`src/rtl/nibble_pkg.sv`:
```
// nibble_pkg
//   Shared definitions for the nibble deserializer: default word width,
//   the deserializer FSM state type and the even-parity helper.
//   Optional feature macro used by the design: PARITY_CHECK_EN.
package nibble_pkg;

  localparam int DEF_WORD_W = 4;
  // Widest legal word; the parity helper takes data zero-extended to this.
  localparam int MAX_WORD_W = 8;

  typedef enum logic [0:0] {
    S_SHIFT = 1'b0,
    S_PAR   = 1'b1
  } deser_state_t;

  // Returns 1 when data plus the parity bit hold an even number of ones.
  function automatic logic even_parity(input logic [MAX_WORD_W-1:0] data,
                                       input logic pbit);
    return ~(^data ^ pbit);
  endfunction

endpackage

```
`src/rtl/nibble_shift_reg.sv`:
```
// nibble_shift_reg
//   Serial-in shift register that gathers one word of data bits.
//   MSB_FIRST=1 shifts toward the MSB so the first bit ends in q[WORD_W-1];
//   MSB_FIRST=0 shifts toward the LSB so the first bit ends in q[0].
// Ports
//   clk      in   rising-edge clock
//   rst_n    in   synchronous reset, active low (clears q)
//   shift_en in   shift bit_in into the register this cycle
//   bit_in   in   serial data bit
//   clr      in   clear q (wins over shift_en)
//   q        out  WORD_W-bit register contents
module nibble_shift_reg
  import nibble_pkg::*;
#(
  parameter int WORD_W    = DEF_WORD_W,
  parameter bit MSB_FIRST = 1'b1
) (
  input  logic              clk,
  input  logic              rst_n,
  input  logic              shift_en,
  input  logic              bit_in,
  input  logic              clr,
  output logic [WORD_W-1:0] q
);

  always_ff @(posedge clk) begin
    if (!rst_n) begin
      q <= '0;
    end else if (clr) begin
      q <= '0;
    end else if (shift_en) begin
      if (MSB_FIRST) q <= {q[WORD_W-2:0], bit_in};
      else           q <= {bit_in, q[WORD_W-1:1]};
    end
  end

endmodule

```
`src/rtl/nibble_deserializer.sv`:
```
// nibble_deserializer
//   Gathers a serial bit stream into WORD_W-bit words and presents each word
//   on a registered valid/ready port. Back-pressure reaches the serial side
//   so no word is lost or overwritten. Optional macro PARITY_CHECK_EN adds an
//   even-parity bit after each word; bad frames are dropped and flagged.
// Ports
//   clk         in   rising-edge clock
//   rst_n       in   synchronous reset, active low
//   ser_in      in   serial data bit
//   ser_valid   in   ser_in valid
//   ser_ready   out  serial bit accepted when ser_valid && ser_ready
//   word_out    out  assembled word, stable while word_valid=1
//   word_valid  out  word_out valid
//   word_ready  in   consumer takes the word when word_valid && word_ready
//   par_err     out  one-cycle parity failure pulse (0 without PARITY_CHECK_EN)
//   word_count  out  delivered words, wraps modulo 2^CNT_W
//
// Handshake: both ports transfer on a clock edge where valid && ready are
// high together. word_valid/word_out are registered and only change on a
// transfer or a new load; ser_ready is combinational from word_ready and
// drops only when the last bit of a frame is offered while the output
// register holds a word that is not draining this cycle.
module nibble_deserializer
  import nibble_pkg::*;
#(
  parameter int WORD_W    = DEF_WORD_W,
  parameter bit MSB_FIRST = 1'b1,
  parameter int CNT_W     = 8
) (
  input  logic              clk,
  input  logic              rst_n,
  input  logic              ser_in,
  input  logic              ser_valid,
  output logic              ser_ready,
  output logic [WORD_W-1:0] word_out,
  output logic              word_valid,
  input  logic              word_ready,
  output logic              par_err,
  output logic [CNT_W-1:0]  word_count
);

  localparam int BC_W = $clog2(WORD_W);
  localparam logic [BC_W-1:0] LAST_BIT = BC_W'(WORD_W - 1);

  deser_state_t      state_q, state_d;
  logic [BC_W-1:0]   bit_cnt_q;
  logic [WORD_W-1:0] shift_q;
  logic [WORD_W-1:0] frame_word;
  logic accept, drain, data_last, final_pending;
  logic shift_en, clr, frame_end, parity_ok, load;

  nibble_shift_reg #(.WORD_W(WORD_W), .MSB_FIRST(MSB_FIRST)) u_shift (
    .clk      (clk),
    .rst_n    (rst_n),
    .shift_en (shift_en),
    .bit_in   (ser_in),
    .clr      (clr),
    .q        (shift_q)
  );

  assign data_last = (state_q == S_SHIFT) && (bit_cnt_q == LAST_BIT);

`ifdef PARITY_CHECK_EN
  assign final_pending = (state_q == S_PAR);
`else
  assign final_pending = data_last;
`endif

  assign ser_ready = !(final_pending && word_valid && !word_ready);
  assign accept    = ser_valid && ser_ready;
  assign drain     = word_valid && word_ready;

  always_comb begin
    shift_en   = 1'b0;
    frame_end  = 1'b0;
    frame_word = shift_q;
    parity_ok  = 1'b1;
`ifdef PARITY_CHECK_EN
    // All data bits land in the shift register; the parity bit closes the frame.
    shift_en  = accept && (state_q == S_SHIFT);
    frame_end = accept && (state_q == S_PAR);
    parity_ok = even_parity(MAX_WORD_W'(shift_q), ser_in);
`else
    // The last data bit bypasses the shift register straight into the output
    // load, so the word is visible one clock after that bit is accepted.
    shift_en  = accept && !data_last;
    frame_end = accept && data_last;
    if (MSB_FIRST) frame_word = {shift_q[WORD_W-2:0], ser_in};
    else           frame_word = {ser_in, shift_q[WORD_W-1:1]};
`endif
    clr  = frame_end;
    load = frame_end && parity_ok;
  end

  always_comb begin
    state_d = state_q;
    case (state_q)
      S_SHIFT: begin
`ifdef PARITY_CHECK_EN
        if (accept && data_last) state_d = S_PAR;
`endif
      end
      S_PAR:   if (accept) state_d = S_SHIFT;
      default: state_d = S_SHIFT;
    endcase
  end

  always_ff @(posedge clk) begin
    if (!rst_n) begin
      state_q    <= S_SHIFT;
      bit_cnt_q  <= '0;
      word_out   <= '0;
      word_valid <= 1'b0;
      word_count <= '0;
    end else begin
      state_q <= state_d;
      if (accept && (state_q == S_SHIFT)) begin
        bit_cnt_q <= data_last ? '0 : bit_cnt_q + BC_W'(1);
      end
      // A load in the same cycle as a drain keeps word_valid high (no bubble).
      if (load) begin
        word_out   <= frame_word;
        word_valid <= 1'b1;
      end else if (drain) begin
        word_valid <= 1'b0;
      end
      if (drain) word_count <= word_count + CNT_W'(1);
    end
  end

`ifdef PARITY_CHECK_EN
  always_ff @(posedge clk) begin
    if (!rst_n) par_err <= 1'b0;
    else        par_err <= frame_end && !parity_ok;
  end
`else
  assign par_err = 1'b0;
`endif

endmodule
```
`config.mk`:
```
export PLATFORM = sky130hd
export DESIGN_NAME = nibble_deserializer
export DESIGN_NICKNAME = d
export VERILOG_FILES = /design/src/rtl/nibble_pkg.sv /design/src/rtl/nibble_shift_reg.sv /design/src/rtl/nibble_deserializer.sv
export SDC_FILE = /design/constraint.sdc
export NUM_CORES = 1
export LEC_CHECK = 0
export ABC_CLOCK_PERIOD_IN_PS = 1500
export CAP_MARGIN = 10
export CORE_UTILIZATION = 33
export DETAILED_ROUTE_END_ITERATION = 8
export GPL_TIMING_DRIVEN = 0
export HOLD_SLACK_MARGIN = 0.12
export PLACE_DENSITY = 0.56
export SYNTH_ARGS = -nofsm -noshare
export SYNTH_HDL_FRONTEND = slang
export SYNTH_SLANG_ARGS = --single-unit
```
`constraint.sdc`:
```
create_clock -name clk -period 1.5 [get_ports clk]
set_clock_uncertainty 0.2 [all_clocks]
set_input_delay 0.15 -clock clk [delete_from_list [all_inputs] [get_ports clk]]
set_output_delay 0.15 -clock clk [all_outputs]
set_load 0.01 [all_outputs]
```
==> results.ini <==
[outcome]
run_status = complete, but fails checks
violations = setup timing

[die]
dieArea_sq_um = 2730
fp.dieW_um = 52.3
core_sq_um = 2300
rows = 17
start_util_pct = 36.3
die_h_um = 52.3
io_pins = 20

[sta]
finalCritPeriodShare_pct = 104
whs_ps = 191
hold_viol_final = 0
slew_viol_final = 0
rsz0062_at_grt = true
fmax_mhz = 643
fin_ws_ps = -56.0
min_period_ps = 1560
setup_viol = 2

[worst_setup_path]
critPathMaxFanout = 5
path_cells = ha_4 > buf_6 > and3b_2 > or3b_1 > a21oi_2
worstReg2RegEnd = bit_cnt_q[1]
cp_slowest_stage_delay_ps = 370
required_ps = 1530
worst-r2r-setup-slack_ps = -60
arrival_ps = 1590
ff2ff_path_depth = 5
path_class = reg2reg
rr_startpoint = bit_cnt_q[1]
worst_setup_path_end_kind = register
cp_slowest_cell = or3b_1
cp-start-kind = register
crit_start = bit_cnt_q[1]
endpoint = bit_cnt_q[1]

[pwr]
seq_power_share_pct = 61.3
clock_power_share_pct = 31.4
power.net_switching_uw = 202
p_int_uw = 634
p_sw_share_pct = 24.2
p_comb_share_pct = 7.3
p_per_area_nw_per_um2 = 726
p_leak_uw = 0.000470
vdd_drop_max_mv = 0.588
power.total_uw = 836

[cts]
cts_tree = yes
clk_path_buf_depth = 2
cts_made_buffers = 3
cts.sinks = 19
htreeDepth = 1
insertion_delay_ps = 300
clkTransAtPathRegs_ps = 100
hold_buffers = 0
clockRootBuffer = clkbuf_4

[yosys]
netlist_instances = 96
synth_adder_area_share_pct = 3.00
async_reset_ff_share_pct = 0
synth_nets = 103
syn_area_per_cell_sq_um = 8.68
ys_seq_elements = 19
netlist-cell-type-count = 28
yosys_warnings = 0
yosys.area_share.simple_pct = 26.3
synth_xor_area_share_pct = 2.10
synth-seq-area-share_pct = 45.6
synth-edff-count = 0
netlist_area_sq_um = 833
synthMuxAreaShare_pct = 0
synth_top_family_by_area = simple AND/OR/NAND/NOR gates
synth-compound-area-share_pct = 19.8
yosys_most_used_dff = dfxtp_1

[detailed_routing]
routed_via_density = 5.26
drc = 0
vias = 799
first_pass_iters = 4
wl_per_cell_um = 12.4
ant_nets = 0
wirelength_um = 1890
drt_iter0_drc = 13

[place]
port_buffers = 18
dpl.hpwl_um = 1320
gp_congestion = 0.799
post-place-cells = 142

[min_path]
hp-start = word_ready
hp-class = in2reg

[finish]
layout-drive-gt1-share_pct = 24.2
final_cells = 152
nNetsFinal = 132
antenna_cells = 0
areaGrowthSynthToFinish_pct = 38.1
layout_common_cells = a21oi_1 (14), dlygate4sd2_1 (14), nand3_1 (10), dfxtp_1 (10), o21ai_0 (9)

[grt]
grtUsageMet2_pct = 25.2
globalRouteMet1Util_pct = 19.2
grt_pass1_wl_um = 3100
met3_usage_pct = 6.09
grt_usage_pct = 15.4
antenna_found_initial = 0
first_global_vias = 702
grt-ovfl-total = 0
grt.busiest_layer = met2
grt_max_degree = 12

[run]
drv_cap = 0

## cells by family after synthesis
family	after synthesis
buffers and inverters	5
adder cells (fa/ha/maj)	2
AND/OR/NAND/NOR	36
other	1
AO/OA/AOI/OAI	31
XOR/XNOR	2
flip-flops	19
## routing by layer
metal	up-vias	routed length, um
li1	407	-
met5	-	0
met3	2	90
met2	24	871
met4	0	14
met1	366	910
## power groups by stage
stage | clock (uW) | combinational (uW) | sequential (uW)
finish | 263 | 60.7 | 512
detailed placement | 0 | 51.8 | 528
global placement | 0 | 51.1 | 528
floorplan | 0 | 26.8 | 527
global route | 303 | 67.3 | 513
CTS | 275 | 57.2 | 514
## worst max-delay path: cells and delay by family (launching register included)
kind | cells | cell delay (ps)
fa+ha+maj | 1 | 160
compound gates | 1 | 110
simple gates | 2 | 560
flops | 1 | 350
buf+inv | 1 | 110
## through the flow
| step | setup slack [ps] | util, % | cell area [sq um] | TNS (ps) |
|---|---|---|---|---|
| finish | -56.0 | 50.1 | 1150 | -58.8 |
| global route | -113 | 50.1 | 1150 | -252 |
| CTS | -89.6 | 48.7 | 1120 | -216 |
| detailed placement | -530 | 45.7 | 1050 | -4770 |
| global placement | -531 | 45.7 | 1050 | -4530 |
| floorplan | 36.6 | - | 835 | 0 |
## flip-flops by register name (all words and copies together), names as in the netlist
| register | cells |
|---|---|
| word_count | 8 |
| word_out | 4 |
| u_shift.q | 3 |
| bit_cnt_q | 2 |
| state_q | 1 |
| word_valid | 1 |
## what timing repair did
| item | in CTS | in global routing |
|---|---|---|
| buffers inserted | 3 | 3 |
| setup endpoints to repair | 21 | 10 |
| gates resized for setup | 32 | 8 |
| pin swaps | 4 | 3 |
## final cells by class
cell class | count | area, sq um
tap | 28 | 35.0
buffer | 2 | 11.3
clock inverter | 1 | 5.00
multi-input combinational | 72 | 458
inverter | 3 | 11.3
clock buffer | 3 | 22.5
fill | 232 | 1150
timing repair buffer | 24 | 206
sequential | 19 | 402
## worst min path at each step
stage,endpoint,slack [ps],cells past startpoint
after global routing,word_count[1],170,3
final,word_count[1],190,3
after detailed placement,word_out[3],270,2
after CTS,word_count[1],190,3
after floorplan,u_shift.q[0],100,2
after global placement,word_out[3],260,2
## cell usage after synthesis, types with 2 or more instances
cell type / count / area [sq um]
or4_1: 3 / 22.5
nand2b_1: 3 / 18.8
nor2_1: 2 / 7.51
ha_1: 2 / 25.0
nand3_1: 10 / 50.1
nand2_1: 5 / 18.8
inv_1: 3 / 11.3
a21oi_1: 15 / 75.1
nand4_1: 2 / 12.5
xor2_1: 2 / 17.5
o21ai_0: 12 / 60.1
o31ai_1: 3 / 22.5
dfxtp_1: 19 / 380
Power figures use the tool's default switching activity.
